--- config.mk ---
export PLATFORM = sky130hd
export DESIGN_NAME = hazard_scoreboard_flat
export DESIGN_NICKNAME = d
export VERILOG_FILES = /design/src/rtl/pipe_pkg.sv /design/src/rtl/hazard_scoreboard_if.sv /design/src/rtl/sb_match.sv /design/src/rtl/hazard_scoreboard.sv /design/src/flat_wrapper.sv
export SDC_FILE = /design/constraint.sdc
export NUM_CORES = 1
export LEC_CHECK = 0
export BUFFER_PORTS_ARGS = -buffer_cell sky130_fd_sc_hd__buf_2
export CORE_MARGIN = 2
export CORE_UTILIZATION = 45
export DETAILED_ROUTE_END_ITERATION = 8
export GPL_ROUTABILITY_DRIVEN = 0
export PLACE_DENSITY = 0.68
export SYNTH_ARGS = -nofsm -noshare
export SYNTH_HDL_FRONTEND = slang
export SYNTH_HIERARCHICAL = 1
export SYNTH_SLANG_ARGS = --single-unit
export TNS_END_PERCENT = 10
--- constraint.sdc ---
create_clock -name clk -period 3.4 [get_ports clk]
set_input_delay 0.68 -clock clk [delete_from_list [all_inputs] [get_ports clk]]
set_output_delay 0.68 -clock clk [all_outputs]
set_load 0.01 [all_outputs]
--- src/rtl/pipe_pkg.sv ---
// rtl/pipe_pkg.sv - shared types and encodings for the pipeline hazard scoreboard
package pipe_pkg;

    localparam int PKG_TNEW_W = 2;
    localparam int PKG_SRC_W  = 3;

    localparam logic [PKG_TNEW_W-1:0] TUSE_NONE = '1;

    typedef enum logic [PKG_SRC_W-1:0] {
        SRC_ALU  = 3'd0,
        SRC_MEM  = 3'd1,
        SRC_PC8  = 3'd2,
        SRC_CP0  = 3'd3,
        SRC_HILO = 3'd4
    } src_e;

    typedef struct packed {
        logic                  valid;
        logic                  we;
        logic [4:0]            dst;
        logic [PKG_TNEW_W-1:0] tnew;
        logic [PKG_SRC_W-1:0]  src;
    } slot_t;

endpackage

--- src/rtl/hazard_scoreboard_if.sv ---
// rtl/hazard_scoreboard_if.sv - D-stage issue/query bundle and scoreboard results
interface hazard_scoreboard_if #(
    parameter int STAGES = 3,
    parameter int TNEW_W = 2,
    parameter int SRC_W  = 3,
    parameter int SEL_W  = $clog2(STAGES + 1)
);
    logic                       issue_valid;
    logic                       issue_we;
    logic [4:0]                 issue_dst;
    logic [TNEW_W-1:0]          issue_tnew;
    logic [SRC_W-1:0]           issue_src;
    logic [4:0]                 rs;
    logic [4:0]                 rt;
    logic [TNEW_W-1:0]          tuse_rs;
    logic [TNEW_W-1:0]          tuse_rt;
    logic                       hold;
    logic                       flush;
    logic                       stall;
    logic [SEL_W-1:0]           fwd_sel_rs;
    logic [SEL_W-1:0]           fwd_sel_rt;
    logic [STAGES*SRC_W-1:0]    slot_src;
    logic [STAGES*TNEW_W-1:0]   slot_tnew;

    modport master (
        output issue_valid, issue_we, issue_dst, issue_tnew, issue_src,
        output rs, rt, tuse_rs, tuse_rt, hold, flush,
        input  stall, fwd_sel_rs, fwd_sel_rt, slot_src, slot_tnew
    );

    modport slave (
        input  issue_valid, issue_we, issue_dst, issue_tnew, issue_src,
        input  rs, rt, tuse_rs, tuse_rt, hold, flush,
        output stall, fwd_sel_rs, fwd_sel_rt, slot_src, slot_tnew
    );
endinterface

--- src/rtl/sb_match.sv ---
// rtl/sb_match.sv - youngest-first priority match of one source register over the slots
module sb_match
    import pipe_pkg::*;
#(
    parameter int STAGES = 3,
    parameter int SEL_W  = $clog2(STAGES + 1)
) (
    input  slot_t                 slots [STAGES],
    input  logic [4:0]            src_reg,
    output logic                  hit,
    output logic [SEL_W-1:0]      idx,
    output logic [PKG_TNEW_W-1:0] tnew
);

    // Scan oldest to youngest so the lowest-index live match is left standing.
    always_comb begin
        hit  = 1'b0;
        idx  = '0;
        tnew = '0;
        for (int i = STAGES - 1; i >= 0; i--) begin
            if (slots[i].valid && slots[i].we && (slots[i].dst != 5'd0) &&
                (slots[i].dst == src_reg)) begin
                hit  = 1'b1;
                idx  = SEL_W'(i);
                tnew = slots[i].tnew;
            end
        end
    end

endmodule

--- src/rtl/hazard_scoreboard.sv ---
// rtl/hazard_scoreboard.sv - Tnew/Tuse scoreboard producing D-stage stall and forward selects
module hazard_scoreboard
    import pipe_pkg::*;
#(
    parameter int STAGES = 3,
    parameter int TNEW_W = PKG_TNEW_W,
    parameter int SRC_W  = PKG_SRC_W,
    parameter int SEL_W  = $clog2(STAGES + 1)
) (
    input  logic clk,
    input  logic rst_n,
    hazard_scoreboard_if.slave sb
);

    slot_t                 slots [STAGES];
    logic                  hit_rs, hit_rt;
    logic [SEL_W-1:0]      idx_rs, idx_rt;
    logic [PKG_TNEW_W-1:0] tnew_rs, tnew_rt;
    logic                  stall_rs, stall_rt;

    sb_match #(.STAGES(STAGES), .SEL_W(SEL_W)) u_match_rs (
        .slots(slots), .src_reg(sb.rs), .hit(hit_rs), .idx(idx_rs), .tnew(tnew_rs)
    );

    sb_match #(.STAGES(STAGES), .SEL_W(SEL_W)) u_match_rt (
        .slots(slots), .src_reg(sb.rt), .hit(hit_rt), .idx(idx_rt), .tnew(tnew_rt)
    );

    assign stall_rs = hit_rs && (sb.tuse_rs != TUSE_NONE) && (tnew_rs > sb.tuse_rs);
    assign stall_rt = hit_rt && (sb.tuse_rt != TUSE_NONE) && (tnew_rt > sb.tuse_rt);
    assign sb.stall = sb.hold | stall_rs | stall_rt;

    assign sb.fwd_sel_rs = (hit_rs && (tnew_rs == '0)) ? idx_rs + SEL_W'(1) : '0;
    assign sb.fwd_sel_rt = (hit_rt && (tnew_rt == '0)) ? idx_rt + SEL_W'(1) : '0;

    for (genvar g = 0; g < STAGES; g++) begin : g_flat
        assign sb.slot_src[g*SRC_W +: SRC_W]    = slots[g].src;
        assign sb.slot_tnew[g*TNEW_W +: TNEW_W] = slots[g].tnew;
    end

    // Flush only clears valid bits; it takes priority over hold and drops the issue.
    always_ff @(posedge clk or negedge rst_n) begin
        if (!rst_n) begin
            for (int i = 0; i < STAGES; i++) slots[i] <= '0;
        end else if (sb.flush) begin
            for (int i = 0; i < STAGES; i++) slots[i].valid <= 1'b0;
        end else if (!sb.hold) begin
            for (int i = 1; i < STAGES; i++) begin
                slots[i]      <= slots[i-1];
                slots[i].tnew <= (slots[i-1].tnew != '0) ? slots[i-1].tnew - 1'b1 : '0;
            end
            if (sb.issue_valid && !sb.stall) begin
                slots[0].valid <= 1'b1;
                slots[0].we    <= sb.issue_we && (sb.issue_dst != 5'd0);
                slots[0].dst   <= sb.issue_dst;
                slots[0].tnew  <= sb.issue_tnew;
                slots[0].src   <= sb.issue_src;
            end else begin
                slots[0] <= '0;
            end
        end
    end

endmodule

--- src/flat_wrapper.sv ---
// flat-port wrapper written by rule: the top's interface ports become plain ports
module hazard_scoreboard_flat import pipe_pkg::*;
#(
    parameter int STAGES = 3,
    parameter int TNEW_W = PKG_TNEW_W,
    parameter int SRC_W  = PKG_SRC_W,
    parameter int SEL_W  = $clog2(STAGES + 1)
)
  (clk, rst_n, sb_issue_valid, sb_issue_we, sb_issue_dst, sb_issue_tnew, sb_issue_src, sb_rs, sb_rt, sb_tuse_rs, sb_tuse_rt, sb_hold, sb_flush, sb_stall, sb_fwd_sel_rs, sb_fwd_sel_rt, sb_slot_src, sb_slot_tnew);
  hazard_scoreboard_if #(.STAGES(STAGES), .TNEW_W(TNEW_W), .SRC_W(SRC_W), .SEL_W(SEL_W)) sb_i ();
  input  logic clk;
  input  logic rst_n;
  input wire logic [$bits(sb_i.issue_valid)-1:0] sb_issue_valid;
  input wire logic [$bits(sb_i.issue_we)-1:0] sb_issue_we;
  input wire logic [$bits(sb_i.issue_dst)-1:0] sb_issue_dst;
  input wire logic [$bits(sb_i.issue_tnew)-1:0] sb_issue_tnew;
  input wire logic [$bits(sb_i.issue_src)-1:0] sb_issue_src;
  input wire logic [$bits(sb_i.rs)-1:0] sb_rs;
  input wire logic [$bits(sb_i.rt)-1:0] sb_rt;
  input wire logic [$bits(sb_i.tuse_rs)-1:0] sb_tuse_rs;
  input wire logic [$bits(sb_i.tuse_rt)-1:0] sb_tuse_rt;
  input wire logic [$bits(sb_i.hold)-1:0] sb_hold;
  input wire logic [$bits(sb_i.flush)-1:0] sb_flush;
  output wire logic [$bits(sb_i.stall)-1:0] sb_stall;
  output wire logic [$bits(sb_i.fwd_sel_rs)-1:0] sb_fwd_sel_rs;
  output wire logic [$bits(sb_i.fwd_sel_rt)-1:0] sb_fwd_sel_rt;
  output wire logic [$bits(sb_i.slot_src)-1:0] sb_slot_src;
  output wire logic [$bits(sb_i.slot_tnew)-1:0] sb_slot_tnew;
  assign sb_i.issue_valid = sb_issue_valid;
  assign sb_i.issue_we = sb_issue_we;
  assign sb_i.issue_dst = sb_issue_dst;
  assign sb_i.issue_tnew = sb_issue_tnew;
  assign sb_i.issue_src = sb_issue_src;
  assign sb_i.rs = sb_rs;
  assign sb_i.rt = sb_rt;
  assign sb_i.tuse_rs = sb_tuse_rs;
  assign sb_i.tuse_rt = sb_tuse_rt;
  assign sb_i.hold = sb_hold;
  assign sb_i.flush = sb_flush;
  assign sb_stall = sb_i.stall;
  assign sb_fwd_sel_rs = sb_i.fwd_sel_rs;
  assign sb_fwd_sel_rt = sb_i.fwd_sel_rt;
  assign sb_slot_src = sb_i.slot_src;
  assign sb_slot_tnew = sb_i.slot_tnew;
  hazard_scoreboard #(.STAGES(STAGES), .TNEW_W(TNEW_W), .SRC_W(SRC_W), .SEL_W(SEL_W)) u_core (.clk(clk), .rst_n(rst_n), .sb(sb_i));
endmodule
==> metrics.txt <==
# TYPE chip_impl_metric gauge
chip_impl_metric{name="report.final.setup_viol",unit=""} 1
chip_impl_metric{name="drt-pass1-iter-count",unit=""} 4
chip_impl_info{name="cpLargestDelayFamily",value="simple AND/OR/NAND/NOR gates"} 1
chip_impl_metric{name="detail-route-antenna-nets",unit=""} 0
chip_impl_metric{name="syn_to_final_growth",unit="%"} 24.3
chip_impl_info{name="status",value="finished with violations"} 1
chip_impl_info{name="worst_setup_path_start_kind",value="register"} 1
chip_impl_metric{name="rrSetupSlack",unit="ns"} 0.26
chip_impl_info{name="startpoint_of_the_worst_slack_reg_to_reg_timing_path",value="u_core/slots[17]"} 1
chip_impl_metric{name="timing_max_transition_violations_final",unit=""} 0
chip_impl_metric{name="synth.cell_area",unit="mm²"} 0.00228
chip_impl_metric{name="final_min_period_over_clock_period",unit="%"} 101
chip_impl_info{name="r2r-end",value="u_core/slots[34]"} 1
chip_impl_metric{name="cp_slowest_stage_delay",unit="ns"} 0.45
chip_impl_metric{name="worst-endpoint-arrival",unit="ns"} 2.75
chip_impl_metric{name="numCtsBuffers",unit=""} 5
chip_impl_metric{name="die-area",unit="mm²"} 0.00565
chip_impl_metric{name="synth_cell_type_count",unit=""} 41
chip_impl_info{name="synth-main-ff-cell",value="dfrtp_1"} 1
chip_impl_metric{name="clockBufferDepth",unit=""} 2
chip_impl_metric{name="final_net_count",unit=""} 349
chip_impl_metric{name="insertion_delay_of_the_later_clocked_pin_in_the_worst_skew_pair",unit="ns"} 0.29
chip_impl_metric{name="ios",unit=""} 50
chip_impl_metric{name="grt.overflow.total",unit=""} 0
chip_impl_metric{name="crit_cells",unit=""} 11
chip_impl_metric{name="number_of_global_route_vias_before_repair",unit=""} 1859
chip_impl_metric{name="fp.dieH",unit="µm"} 75.2
chip_impl_metric{name="hold_violation_total_from_the_final_report",unit=""} 0
chip_impl_info{name="biggest_area_contributors_in_the_synthesized_netlist",value="dfrtp_1 (40%), nand2_1 (13%), xor2_1 (5.4%)"} 1
chip_impl_metric{name="timing.final.crit_period",unit="ns"} 3.43
chip_impl_metric{name="layout.cells.non_filler",unit=""} 383
chip_impl_metric{name="drc",unit=""} 0
chip_impl_info{name="worst_setup_path_endpoint",value="sb_stall"} 1
chip_impl_metric{name="mappedNetlistNets",unit=""} 296
chip_impl_metric{name="layout_cells_sized_above_1",unit="%"} 34.2
chip_impl_metric{name="width_of_the_die",unit="µm"} 75.2
chip_impl_metric{name="post-route-cell-area",unit="mm²"} 0.00283
chip_impl_metric{name="postRouteWirelength",unit="µm"} 5630
chip_impl_metric{name="yosys_register_bits",unit=""} 36
chip_impl_metric{name="timing.fmax",unit="MHz"} 292
chip_impl_metric{name="path_clk_slew",unit="ns"} 0.08
chip_impl_metric{name="max_slew.worst_pin.slew",unit="ns"} 0.797
chip_impl_metric{name="nFillCells",unit=""} 441
chip_impl_info{name="path_class",value="reg -> out"} 1
chip_impl_info{name="timing.critical_path.cells",value="buf_4 -> xor2_1 -> nor3_1 -> nand4_1 -> and3_1 -> o22a_2 -> ha_4 -> and2b_2 -> o211ai_1 -> nand2_1 -> buf_2"} 1
chip_impl_metric{name="worst_slew_margin_rel",unit="%"} 46.9
chip_impl_metric{name="initial_antenna_violation_count",unit=""} 0
chip_impl_metric{name="skew",unit="ns"} 0.00939
chip_impl_metric{name="htreeDepth",unit=""} 2
chip_impl_info{name="netlist.top_cell.by_area",value="dfrtp_1"} 1
chip_impl_metric{name="numClockSinks",unit=""} 36
chip_impl_info{name="timing.critical_path.to_type",value="output pin"} 1
chip_impl_metric{name="rows",unit=""} 25
chip_impl_metric{name="grtUsageTotal",unit="%"} 20.9
chip_impl_metric{name="detailedRoute.firstIterationViolations",unit=""} 95
chip_impl_metric{name="power_density",unit="mW/mm²"} 385
chip_impl_metric{name="ys.warnings.count",unit=""} 6
chip_impl_metric{name="synthArstFlopShare",unit="%"} 100
chip_impl_metric{name="route.detailed.vias_per_inst",unit=""} 5.19
chip_impl_metric{name="critPathRequiredTime",unit="ns"} 2.72
chip_impl_metric{name="drt-wirelength-per-cell",unit="µm"} 14.7
chip_impl_metric{name="via_count_of_the_routed_design",unit=""} 1986
chip_impl_metric{name="synthCells",unit=""} 262
chip_impl_metric{name="grt_first_pass_wirelength",unit="µm"} 8930
chip_impl_metric{name="numPortBuffers",unit=""} 49
chip_impl_metric{name="synth.top_cell.area_share",unit="%"} 39.5
chip_impl_metric{name="worst-path-max-fanout",unit=""} 4
chip_impl_metric{name="post_synth.cell_area_avg",unit="µm²"} 8.70
chip_impl_metric{name="numPlacedInstances",unit=""} 362
chip_impl_metric{name="core_area",unit="mm²"} 0.00482
chip_impl_info{name="cts_root_buf",value="clkbuf_8"} 1
chip_impl_metric{name="final_util",unit="%"} 58.8
chip_impl_info{name="failed_checks",value="negative setup slack"} 1
chip_impl_metric{name="drv_cap",unit=""} 0
chip_impl_metric{name="floorplan.initialDensity",unit="%"} 47.3
chip_impl_metric{name="synth_sequential_area_ratio",unit="%"} 39.5
chip_impl_info{name="grt_setup_unrepaired",value="yes"} 1
chip_impl_info{name="tritoncts_clock_tree",value="done"} 1
chip_impl_metric{name="count_of_flip_flops_with_a_built_in_enable_after_synthesis",unit=""} 0
chip_impl_metric{name="worstPathBufferInverterCount",unit=""} 2
chip_impl_metric{name="detailed_place.area",unit="mm²"} 0.00250
chip_impl_metric{name="maximum_number_of_pins_on_one_net_before_global_route_repair",unit=""} 37
chip_impl_metric{name="ir_worst_vdd",unit="V"} 0.000272
chip_impl_info{name="critPathLaunch",value="u_core/slots[20]"} 1
chip_impl_info{name="critical-path-slowest-cell",value="dfrtp_2"} 1
chip_impl_metric{name="fin_ws",unit="ns"} -0.0299
chip_impl_metric{name="place.detailed.hpwl",unit="µm"} 3790
chip_impl_metric{name="p_leak",unit="nW"} 1.45
chip_impl_info{name="holdCritPathClass",value="in -> async"} 1
chip_impl_metric{name="antenna_cells_inserted",unit=""} 0
chip_impl_metric{name="cell_depth_of_the_worst_flop_to_flop_path",unit=""} 14
[state kept, by name (all words and copies together), names as in the netlist]
| register | flops |
|---|---|
| u_core/slots | 21 |
| u_core/sb.slot_src | 9 |
| u_core/sb.slot_tnew | 6 |
[power breakdown]
group          total [mW]  internal (mW)  leakage, nW  switching [mW]
clock network       0.385          0.221       0.0548           0.164
registers           0.510          0.463        0.484          0.0472
logic               0.197         0.0943        0.912           0.103
[cell families (layout without fill, tap and decap cells)]
logic type	count (synthesis)	count (layout)	synth area share, %
XOR/XNOR	26	26	9.99
multiplexers	2	2	0.878
buffers and inverters	35	89	8.89
flip-flops	36	36	39.5
AO/OA/AOI/OAI	33	33	11.9
adder cells (fa/ha/maj)	4	4	2.20
AND/OR/NAND/NOR	126	126	26.7
[placed cells by master, fill, tap and decap left out, types with 3 or more instances in the layout]
master     n
nand3_1    5
or2_1      3
buf_4     20
nor3_1     4
inv_1     12
nor4_1     3
xor2_1    12
nor4_2     3
a21oi_1    4
nand2_1   76
nor2_1    12
a22o_1     9
xnor2_1   11
dfrtp_1   32
clkbuf_8   5
buf_2     46
dfrtp_2    4
[per-stage QoR]
step | worst slack (ns) | power (mW) | setup TNS (ns) | hold slack [ns]
after floorplan | 0.305 | 0.629 | 0 | 0.384
final | -0.0299 | 1.09 | -0.0299 | 0.468
after global placement | -0.0641 | 0.683 | -0.0677 | 0.455
after CTS | -0.0105 | 1.08 | -0.0105 | 0.479
after detailed placement | -0.0990 | 0.687 | -0.180 | 0.458
after global routing | -0.184 | 1.15 | -0.184 | 0.507
[cells in the mapped netlist, types with 5 or more instances]
library cell	instances
a22o_1	9
buf_4	16
dfrtp_1	36
inv_1	12
nand2_1	76
nand3_1	5
nor2_1	13
nor3_1	5
nor4_1	6
xnor2_1	12
xor2_1	14
[final cells by class]
class / count / area [µm²] / area share (%)
tap: 67 / 83.8 / 2.96
timing repair buffer: 69 / 427 / 15.1
clock buffer: 5 / 68.8 / 2.43
multi-input combinational: 191 / 1260 / 44.3
clock inverter: 3 / 46.3 / 1.63
sequential: 36 / 906 / 32.0
inverter: 12 / 45.0 / 1.59
[metal layers]
layer / wire length [µm] / GRT usage, % / vias to the layer above
li1: - / - / 970
met1: 2610 / 29.9 / 951
met2: 2660 / 32.3 / 57
met3: 276 / 4.15 / 8
met4: 73 / 6.43 / 0
met5: 0 / 0 / -
[how the worst min path moves through the flow]
stage	endpoint	depth (start not counted)	slack (ns)
floorplan	u_core/sb.slot_src[0]	0	0.38
global placement	u_core/sb.slot_src[7]	2	0.46
detailed placement	u_core/sb.slot_src[6]	2	0.46
CTS	u_core/sb.slot_src[6]	2	0.48
global route	u_core/sb.slot_src[7]	2	0.51
finish	u_core/sb.slot_src[0]	1	0.47
[repair_timing]
action,CTS,global route
endpoints found under the setup margin,1,1
buffers inserted,7,6
gates resized for setup,7,17
pin swaps,16,11
hold buffers,0,0
gates cloned,0,0
Power figures use the tool's default switching activity.
